--- config.mk ---
export PLATFORM = sky130hd
export DESIGN_NAME = problem_1b
export DESIGN_NICKNAME = d
export VERILOG_FILES = /design/src/rtl/problem_1b.sv
export SDC_FILE = /design/constraint.sdc
export NUM_CORES = 1
export LEC_CHECK = 0
export CORE_MARGIN = 3
export CORE_UTILIZATION = 60
export CTS_BUF_LIST = sky130_fd_sc_hd__clkbuf_8 sky130_fd_sc_hd__clkbuf_16
export DETAILED_ROUTE_END_ITERATION = 10
export DONT_BUFFER_PORTS = 1
export HOLD_SLACK_MARGIN = 0.02
export PLACE_DENSITY_LB_ADDON = 0.2
export SLEW_MARGIN = 20
export SYNTH_ARGS = -nofsm -noshare
export SYNTH_HDL_FRONTEND = slang
export SYNTH_SLANG_ARGS = --single-unit
--- constraint.sdc ---
create_clock -name clk -period 2.9 [get_ports clk]
set_clock_uncertainty 0.2 [all_clocks]
set_input_delay 0.145 -clock clk [delete_from_list [all_inputs] [get_ports clk]]
set_output_delay 0.145 -clock clk [all_outputs]
set_load 0.1 [all_outputs]
--- src/rtl/problem_1b.sv ---
// Two-input truth-table cell: combinational Y, registered Y_q with rising-edge
// pulse, and four saturating hit counters indexed by the {A,B} combination.
module problem_1b #(
  parameter logic [3:0] TRUTH_TABLE = 4'b0110,
  parameter int         CNT_W       = 8
) (
  input  logic               clk,
  input  logic               rst_n,
  input  logic               A,
  input  logic               B,
  input  logic               clr_cnt,
  output logic               Y,
  output logic               Y_q,
  output logic               Y_rise,
  output logic [4*CNT_W-1:0] hit_cnt
);

  localparam logic [CNT_W-1:0] CNT_MAX = '1;

  logic [1:0]       sel;
  logic [CNT_W-1:0] cnt [4];

  assign sel = {A, B};
  assign Y   = TRUTH_TABLE[sel];

  always_ff @(posedge clk or negedge rst_n) begin
    if (!rst_n) begin
      Y_q    <= 1'b0;
      Y_rise <= 1'b0;
    end else begin
      Y_q    <= Y;
      Y_rise <= Y & ~Y_q;
    end
  end

  // Clear outranks the increment, so the clearing cycle's combination is dropped.
  always_ff @(posedge clk or negedge rst_n) begin
    if (!rst_n) begin
      for (int k = 0; k < 4; k++) cnt[k] <= '0;
    end else if (clr_cnt) begin
      for (int k = 0; k < 4; k++) cnt[k] <= '0;
    end else if (cnt[sel] != CNT_MAX) begin
      cnt[sel] <= cnt[sel] + CNT_W'(1);
    end
  end

  always_comb begin
    hit_cnt = '0;
    for (int k = 0; k < 4; k++) hit_cnt[k*CNT_W +: CNT_W] = cnt[k];
  end

endmodule

==> impl_metrics.yaml, run 1 <==
min_path:
  min_path_type: "primary input to flop"
power:
  power.internal_w: 0.000706
  p_switching_w: 0.000378
  p_clk_share_pct: 29.5
  p_seq_share_pct: 48.0
  power_density_nw_per_um2: 510
  p_comb_share_pct: 22.5
  p_leak_nw: 0.948
  swShare_pct: 34.9
  vdd_drop_max_mv: 0.376
worst_setup_path:
  worstSetupStartpointType: "flop"
  cp.arrival_ns: 2.51
  critical_path_class: "flop to flop"
  cp_data_required_time_ns: 2.88
  endpoint_kind: "flop"
  cp_max_fo: 9
timing:
  hold_violations: 0
  clock.fmax_ghz: 0.395
  relSlewSlack_pct: 28.5
  rsz0062_at_grt: "false"
  finalCritPeriodShare_pct: 87.2
  tns_ns: 0
  min_period_ns: 2.53
  slew_violations: 0
  tightest_slew_ns: 1.07
  setup_slack_ns: 0.371
  setup_viol: 0
global_routing:
  grt.overflow.total: 0
  antenna_found_initial: 0
  grtUsageTotal_pct: 26.8
  grt_pass1_vias: 1456
  grt_max_degree: 35
  grt_pass1_wl_um: 7030
logic_synthesis:
  netlist_instances: 159
  netlist_area_um2: 1800
  ys_seq_elements: 34
  synthTopCellsByArea: "dfrtp_1, mux4_2, nor2_1"
  synthFlopType: "dfrtp_1"
  synth_top_area_share_pct: 47.3
  yosysSeqAreaShare_pct: 47.3
  synth_common_cells: "dfrtp_1, nor2_1, nand2_1"
  yosysMostFrequentCell: "dfrtp_1"
  async_reset_ff_share_pct: 100
  synth-edff-count: 0
  yosysTopAreaCell: "dfrtp_1"
  ys_types: 26
  synth_warnings: 0
  syn_nets: 169
  avgSynthCellArea_um2: 11.3
clock_network:
  cts_sinks: 34
  worstSkewPairLatency_ns: 0.29
  cts_max_level: 2
  cts_tree: "yes"
  cts_buffers: 5
  clk_pin_slew_worst_paths_ns: 0.07
  postCtsSetupBuffers: 0
  clockBufferDepth: 2
  cts-root-buf: "clkbuf_8"
floorplanning:
  boundaryPins: 40
  die_w_um: 60.7
  die_h_um: 60.7
  num_rows: 19
  die_area_um2: 3690
  core-area_um2: 2810
  start_util_pct: 64.1
run:
  cap_violations: 0
status:
  status: "finished clean"
detailed_routing:
  via_count: 1402
  dr.first_iter.drc_count: 96
  routedWlPerCell_um: 19.6
  drc: 0
  drt_wl_total_um: 4380
  via_per_inst: 6.29
  ant_nets: 0
  firstDrtPassIters: 4
placed_design:
  hpwl_um: 3060
  post-place-ws_ns: 0.419
  port_buffers: 0
  gp_congestion: 0.868
layout:
  syn_to_final_growth_pct: 18.2
  nets: 202
  antenna_cells: 0
  nFillCells: 199
  drive_above_1_share_pct: 28.1
## logic make-up (layout without fill, tap and decap cells)
family,count (synthesis),after routing,share of synthesized area [%]
flops,34,34,47.3
xor+xnor,3,3,1.46
buf+inv,14,47,5.08
compound gates,33,33,14.6
simple gates,56,56,14.7
mux,14,14,13.4
fa+ha+maj,5,5,3.48
## final cells by class
cell class                 count  area [um2]  share of cell area (%)
clock inverter                 2        7.51                   0.353
inverter                       4        15.0                   0.707
multi-input combinational    111         856                    40.3
clock buffer                   5        68.8                    3.24
tap                           31        38.8                    1.83
timing repair buffer          36         288                    13.5
sequential                    34         851                    40.0
## layer usage
metal | GRT usage [%] | share of wire [%]
met1 | 34.5 | 41
met2 | 41.1 | 49
met3 | 9.79 | 8.7
met4 | 11.1 | 1.4
met5 | 0 | 0
## power groups by stage
stage	sequential (W)	combinational, W	clock, W
after floorplan	0.000630	0.0000937	0
after detailed placement	0.000529	0.000223	0
after global placement	0.000528	0.000220	0
after CTS	0.000520	0.000244	0.000325
final	0.000520	0.000244	0.000320
after global routing	0.000521	0.000255	0.000356
## final timing paths
kind	start	slack, ns	cells past startpoint	endpoint
max in group asynchronous	rst_n	2.21	2	hit_cnt[26]
min in group asynchronous	rst_n	0.11	2	hit_cnt[23]
hold / removal	A	0.07	2	hit_cnt[23]
hold reg to reg	hit_cnt[2]	0.60	3	hit_cnt[2]
setup / recovery	hit_cnt[24]	0.37	6	hit_cnt[11]
setup reg to reg	hit_cnt[24]	0.37	6	hit_cnt[11]
## critical path, stage by stage, from the launching register on
cell	delay [ns]
dfrtp_1	0.37
mux4_2	0.58
ha_1	0.32
nand4_2	0.15
o21a_1	0.43
nor2_1	0.12
a32o_1	0.25
## cells in the final DEF, fill, tap and decap left out, types with 2 or more instances in the layout
master	netlist	layout
a21oi_1	4	4
mux2i_1	6	6
dlygate4sd3_1	0	2
mux4_2	8	8
nand2_1	20	20
nand3_1	2	2
ha_1	5	5
inv_1	4	6
nand2b_1	6	6
o2bb2ai_1	4	4
a211oi_1	8	8
o21ai_0	4	4
clkbuf_8	0	5
dfrtp_1	34	34
buf_4	0	33
nor2_1	23	23
xnor2_1	3	3
a211oi_2	4	4
o21a_1	4	4
a32o_1	4	4
## stage by stage
step | hold WS, ns | utilization, % | cells | total power, W | instance area, um2
floorplan | -0.351 | - | 159 | 0.000724 | 1800
finish | 0.0705 | 75.7 | 223 | 0.00108 | 2120
global route | 0.0895 | 75.7 | 223 | 0.00113 | 2120
detailed placement | -0.350 | 71.6 | 213 | 0.000752 | 2010
CTS | 0.0585 | 75.7 | 223 | 0.00109 | 2120
global placement | -0.350 | 71.6 | 213 | 0.000748 | 2010
## what timing repair did
action / 4_1_cts / 5_1_grt
resized for setup: 0 / 0
hold buffers: 3 / 0
endpoints found under the hold margin: 66 / 0
## flip-flops by register name, indices dropped and copies added, names as in the netlist
signal   flops
Y_q          1
Y_rise       1
hit_cnt     32
No activity file was read; power rests on OpenSTA's default activity.
==> inputs of run 2 (changes only) <==
==> constraint.sdc (replaced) <==
create_clock -name clk -period 2.9 [get_ports clk]
set_clock_uncertainty 0.2 [all_clocks]
set_input_delay 0.435 -clock clk [delete_from_list [all_inputs] [get_ports clk]]
set_output_delay 0.435 -clock clk [all_outputs]
set_load 0.1 [all_outputs]
==> run 2 against run 1 <==
Effect of this change:
- utilization grew 1.2 points
- largest cell class unchanged
- worst hold slack gained 0.057 ns
- die area unchanged
- cell area up 1.6%
- flip-flop and latch count stayed put
- sequential power barely moved
- via count down 1.5%
==> impl_metrics.yaml, run 2 (synthesis results as in run 1) <==
status:
  status: "finished clean"
global_routing:
  grtUsageTotal_pct: 27.9
  met2_usage_pct: 44.7
  grt_max_degree: 35
  grt_pass1_vias: 1499
  antenna_found_initial: 0
  grt.overflow.total: 0
  top_usage_layer: "met2"
  grtUsageMet1_pct: 34.4
  grt_util_met3_pct: 9.79
  grt_pass1_wl_um: 7330
worst_setup_path:
  worstSetupStartpointType: "flop"
  critPathMaxStageDelay_ns: 0.58
  critical_path_class: "flop to flop"
  crit_chain: "mux4_2, ha_1, nand4_2, o21a_1, mux2i_1, nor2_1"
  cp.arrival_ns: 2.54
  cp_max_fo: 9
  crit_path_top_delay_cell: "mux4_2"
  cp_data_required_time_ns: 2.87
  endpoint_kind: "flop"
power:
  p_total_w: 0.00112
  vdd_drop_max_mv: 0.374
  p_leak_nw: 0.962
  power_density_nw_per_um2: 520
detailed_routing:
  drt_wl_total_um: 4560
  drc: 0
  ant_nets: 0
  firstDrtPassIters: 4
  via_per_inst: 6.11
  routedWlPerCell_um: 20.2
  dr.first_iter.drc_count: 98
  via_count: 1381
clock_network:
  clk_pin_slew_worst_paths_ns: 0.07
  cts_tree: "yes"
  cts_buffers: 5
  clockBufferDepth: 2
  cts_sinks: 34
  cts_max_level: 2
  worstSkewPairLatency_ns: 0.28
  cts-root-buf: "clkbuf_8"
placed_design:
  hpwl_um: 3100
  port_buffers: 0
  gp_congestion: 0.888
timing:
  hold_violations: 0
  rsz0062_at_grt: "false"
  hold_ws_ns: 0.127
  tns_ns: 0
  slew_violations: 0
  finalCritPeriodShare_pct: 88.7
  clock.fmax_ghz: 0.389
  relSlewSlack_pct: 39.8
  tightest_slew_ns: 0.904
  setup_viol: 0
  min_period_ns: 2.57
layout:
  antenna_cells: 0
  nets: 204
  final_common_cell: "dfrtp_1"
  syn_to_final_growth_pct: 20.1
  drive_above_1_share_pct: 28.7
  largest_reg_flops: 32
  final_cell_mix: "dfrtp_1, buf_4, nor2_1"
  fin_util_pct: 77.0
floorplanning:
  core-area_um2: 2810
  num_rows: 19
  die_h_um: 60.7
  start_util_pct: 64.1
  die_area_um2: 3690
  die_w_um: 60.7
  boundaryPins: 40
min_path:
  min_path_type: "primary input to flop"
run:
  cap_violations: 0
==> run 2: changes by cell type in the layout (fill, tap and decap cells not counted), sizes merged <==
cell / previous run / this run
clkinv: 0 / 1
dlygate4sd3: 2 / 4
clkbuf: 5 / 6
inv: 6 / 5
==> run 2: worst paths after layout <==
path / startpoint / end / slack (ns) / cells past startpoint
setup / recovery: hit_cnt[24] / hit_cnt[1] / 0.33 / 6
hold / removal: clr_cnt / hit_cnt[30] / 0.13 / 2
setup reg to reg: hit_cnt[24] / hit_cnt[1] / 0.33 / 6
hold reg to reg: hit_cnt[30] / hit_cnt[30] / 0.61 / 2
max in group asynchronous: rst_n / hit_cnt[10] / 1.92 / 2
min in group asynchronous: rst_n / hit_cnt[27] / 0.40 / 2
==> run 2: area by class of cell <==
| class | instances | area (um2) |
|---|---|---|
| Clock buffer | 6 | 82.6 |
| Clock inverter | 2 | 8.76 |
| Fill cell | 189 | 646 |
| Inverter | 4 | 15.0 |
| Multi-Input combinational cell | 111 | 856 |
| Sequential cell | 34 | 851 |
| Tap cell | 31 | 38.8 |
| Timing Repair Buffer | 38 | 308 |
==> run 2: timing repair <==
action | in CTS | in global routing
hold buffers | 4 | 1
gates resized for setup | 0 | 0
buffers inserted | 0 | 0
endpoints found under the hold margin | 52 | 1
==> run 2: worst max-delay path: cells and delay by family (launching register included) <==
| kind | cells | cell delay (ns) |
|---|---|---|
| AND/OR/NAND/NOR | 2 | 0.24 |
| flip-flops | 1 | 0.38 |
| multiplexers | 2 | 0.86 |
| AO/OA/AOI/OAI | 1 | 0.45 |
| adder cells (fa/ha/maj) | 1 | 0.33 |
==> run 2: metrics by stage <==
stage | std cells | area [um2] | worst slack [ns]
4_1_cts | 225 | 2150 | 0.344
3_5_place_dp | 213 | 2010 | 0.280
2_1_floorplan | 159 | 1800 | 0.155
3_3_place_gp | 213 | 2010 | 0.385
6_report | 226 | 2160 | 0.327
5_1_grt | 226 | 2160 | 0.260
==> run 2: where the power goes <==
group / leakage (nW) / internal [W] / switching [W] / total, W
clock network: 0.0524 / 0.000188 / 0.000170 / 0.000358
logic: 0.447 / 0.0000592 / 0.000186 / 0.000245
registers: 0.463 / 0.000490 / 0.0000304 / 0.000520
==> run 2: per-layer routing <==
layer / wire length, um / share of wire, %
met3: 380 / 8.3
met2: 2240 / 49
met5: 0 / 0
met1: 1860 / 41
met4: 79 / 1.7
==> inputs of run 3 (changes only) <==
--- a/config.mk
+++ b/config.mk
@@ -6,7 +6,7 @@
 export NUM_CORES = 1
 export LEC_CHECK = 0
 export CORE_MARGIN = 3
-export CORE_UTILIZATION = 60
+export CORE_UTILIZATION = 56
 export CTS_BUF_LIST = sky130_fd_sc_hd__clkbuf_8 sky130_fd_sc_hd__clkbuf_16
 export DETAILED_ROUTE_END_ITERATION = 10
 export DONT_BUFFER_PORTS = 1
==> constraint.sdc (replaced) <==
create_clock -name clk -period 2.35 [get_ports clk]
set_clock_uncertainty 0.2 [all_clocks]
set_input_delay 0.3525 -clock clk [delete_from_list [all_inputs] [get_ports clk]]
set_output_delay 0.3525 -clock clk [all_outputs]
set_load 0.1 [all_outputs]
==> run 3 against run 2 <==
Effect of this change:
- non-clock buffer count increased by 7
- clock power increased by 13%
- critical endpoint is now hit_cnt[17]
- first-iteration DRC count unchanged
- largest power group unchanged
==> impl_metrics.yaml, run 3 (synthesis results as in run 1) <==
status:
  status: "finished clean"
worst_setup_path:
  crit_path_top_delay_cell: "mux4_2"
  critPathMaxStageDelay_ns: 0.52
  critical_path_class: "flop to flop"
  crit_family: "multiplexers"
  crit_chain: "mux4_2, ha_4, nand4_4, o21a_1, buf_4, mux2i_1, nor2_1"
  cp_data_required_time_ns: 2.29
  cp.arrival_ns: 2.20
  worstSetupStartpointType: "flop"
  cp.buffers_inverters: 1
  cp_max_fo: 6
  endpoint_kind: "flop"
layout:
  final_cell_area_um2: 2280
  final_common_cell: "buf_4"
  drive_above_1_share_pct: 49.0
  antenna_cells: 0
  nets: 211
  syn_to_final_growth_pct: 26.8
  largest_reg_flops: 32
  nFillCells: 184
  final_cell_mix: "buf_4, dfrtp_2, nor2_1"
timing:
  slew_violations: 0
  finalCritPeriodShare_pct: 96.5
  hold_violations: 0
  min_period_ns: 2.27
  relSlewSlack_pct: 42.7
  rsz0062_at_grt: "false"
  tns_ns: 0
  tightest_slew_ns: 0.856
  setup_viol: 0
  clock.fmax_ghz: 0.441
power:
  p_switching_w: 0.000474
  power_density_nw_per_um2: 601
  power.internal_w: 0.000896
  swShare_pct: 34.6
  p_leak_nw: 0.951
  p_comb_share_pct: 25.3
  p_seq_share_pct: 45.2
  p_clk_share_pct: 29.5
  vdd_drop_max_mv: 0.552
clock_network:
  cts_buffers: 5
  cts_tree: "yes"
  cts_max_level: 2
  cts-root-buf: "clkbuf_8"
  clockBufferDepth: 2
  cts_sinks: 34
  clk_pin_slew_worst_paths_ns: 0.07
  postCtsSetupBuffers: 0
  worstSkewPairLatency_ns: 0.29
floorplanning:
  core-area_um2: 2900
  die_area_um2: 3930
  die_w_um: 62.7
  boundaryPins: 40
  num_rows: 19
  die_h_um: 62.7
  start_util_pct: 62.0
placed_design:
  dpl_cell_area_um2: 2160
  port_buffers: 0
  gp_congestion: 0.976
  hpwl_um: 3230
detailed_routing:
  routedWlPerCell_um: 18.2
  drc: 0
  firstDrtPassIters: 4
  ant_nets: 0
  via_count: 1401
  dr.first_iter.drc_count: 98
  via_per_inst: 5.74
  drt_wl_total_um: 4440
global_routing:
  grt_pass1_vias: 1494
  grt_pass1_wl_um: 7490
  grt.overflow.total: 0
  grtUsageTotal_pct: 25.3
  antenna_found_initial: 0
  grt_max_degree: 35
min_path:
  min_path_type: "primary input to flop"
run:
  cap_violations: 0
run 3: cell count changes in the layout (fill, tap and decap cells not counted), sizes merged:
cell / before / now
buf: 34 / 43
dlygate4sd3: 4 / 2
clkinv: 1 / 2
clkbuf: 6 / 5
run 3: per-layer routing:
metal	vias up	GRT usage (%)	routed length (um)
li1	655	-	-
met1	677	32.2	1820
met2	59	38.3	2150
met3	10	10.4	388
met4	0	9.92	82
met5	-	0	0
run 3: worst register-to-register path, cell delays in order (launching register included):
cell and delay [ns]:
dfrtp_4 0.47, mux4_2 0.52, ha_4 0.21, nand4_4 0.09, o21a_1 0.25, buf_4 0.17, mux2i_1 0.17, nor2_1 0.05
run 3: stage by stage:
stage               cells  hold WS (ns)  power [W]  setup WS (ns)  util (%)
global route          244        0.0338    0.00144         0.0129      78.6
floorplan             159        -0.143   0.000902       -0.00126         -
detailed placement    233        -0.142   0.000953         0.0815      74.3
global placement      233        -0.142   0.000947          0.114      74.3
finish                244        0.0414    0.00137         0.0826      78.6
CTS                   244        0.0352    0.00138         0.0718      78.6
run 3: timing repair:
| item | 4_1_cts | 5_1_grt |
|---|---|---|
| hold buffers | 3 | 0 |
| endpoints found under the hold margin | 54 | 0 |
| endpoints found under the setup margin | 0 | 2 |
| resized for setup | 0 | 1 |
run 3: cell type report:
class,count,area [um2],share of cell area [%]
sequential,34,896,39.3
multi-input combinational,111,878,38.5
timing repair buffer,45,355,15.6
clock buffer,5,68.8,3.02
tap,42,52.6,2.31
inverter,4,15.0,0.659
clock inverter,3,13.8,0.604
run 3: power groups by stage:
stage | clock network, W | registers, W | logic (W)
after floorplan | 0 | 0.000782 | 0.000120
final | 0.000404 | 0.000619 | 0.000347
after detailed placement | 0 | 0.000630 | 0.000323
after CTS | 0.000414 | 0.000619 | 0.000348
after global routing | 0.000452 | 0.000621 | 0.000363
after global placement | 0 | 0.000628 | 0.000319
run 3: final timing paths:
check                            start     endpoint  slack (ns)  depth (start not counted)
hold / removal                 clr_cnt  hit_cnt[30]        0.04                          2
max in group asynchronous        rst_n  hit_cnt[11]        1.43                          2
setup / recovery           hit_cnt[24]  hit_cnt[17]        0.08                          7
hold reg to reg                    Y_q       Y_rise        0.53                          2
min in group asynchronous        rst_n  hit_cnt[31]        0.32                          2
setup reg to reg           hit_cnt[24]  hit_cnt[17]        0.08                          7
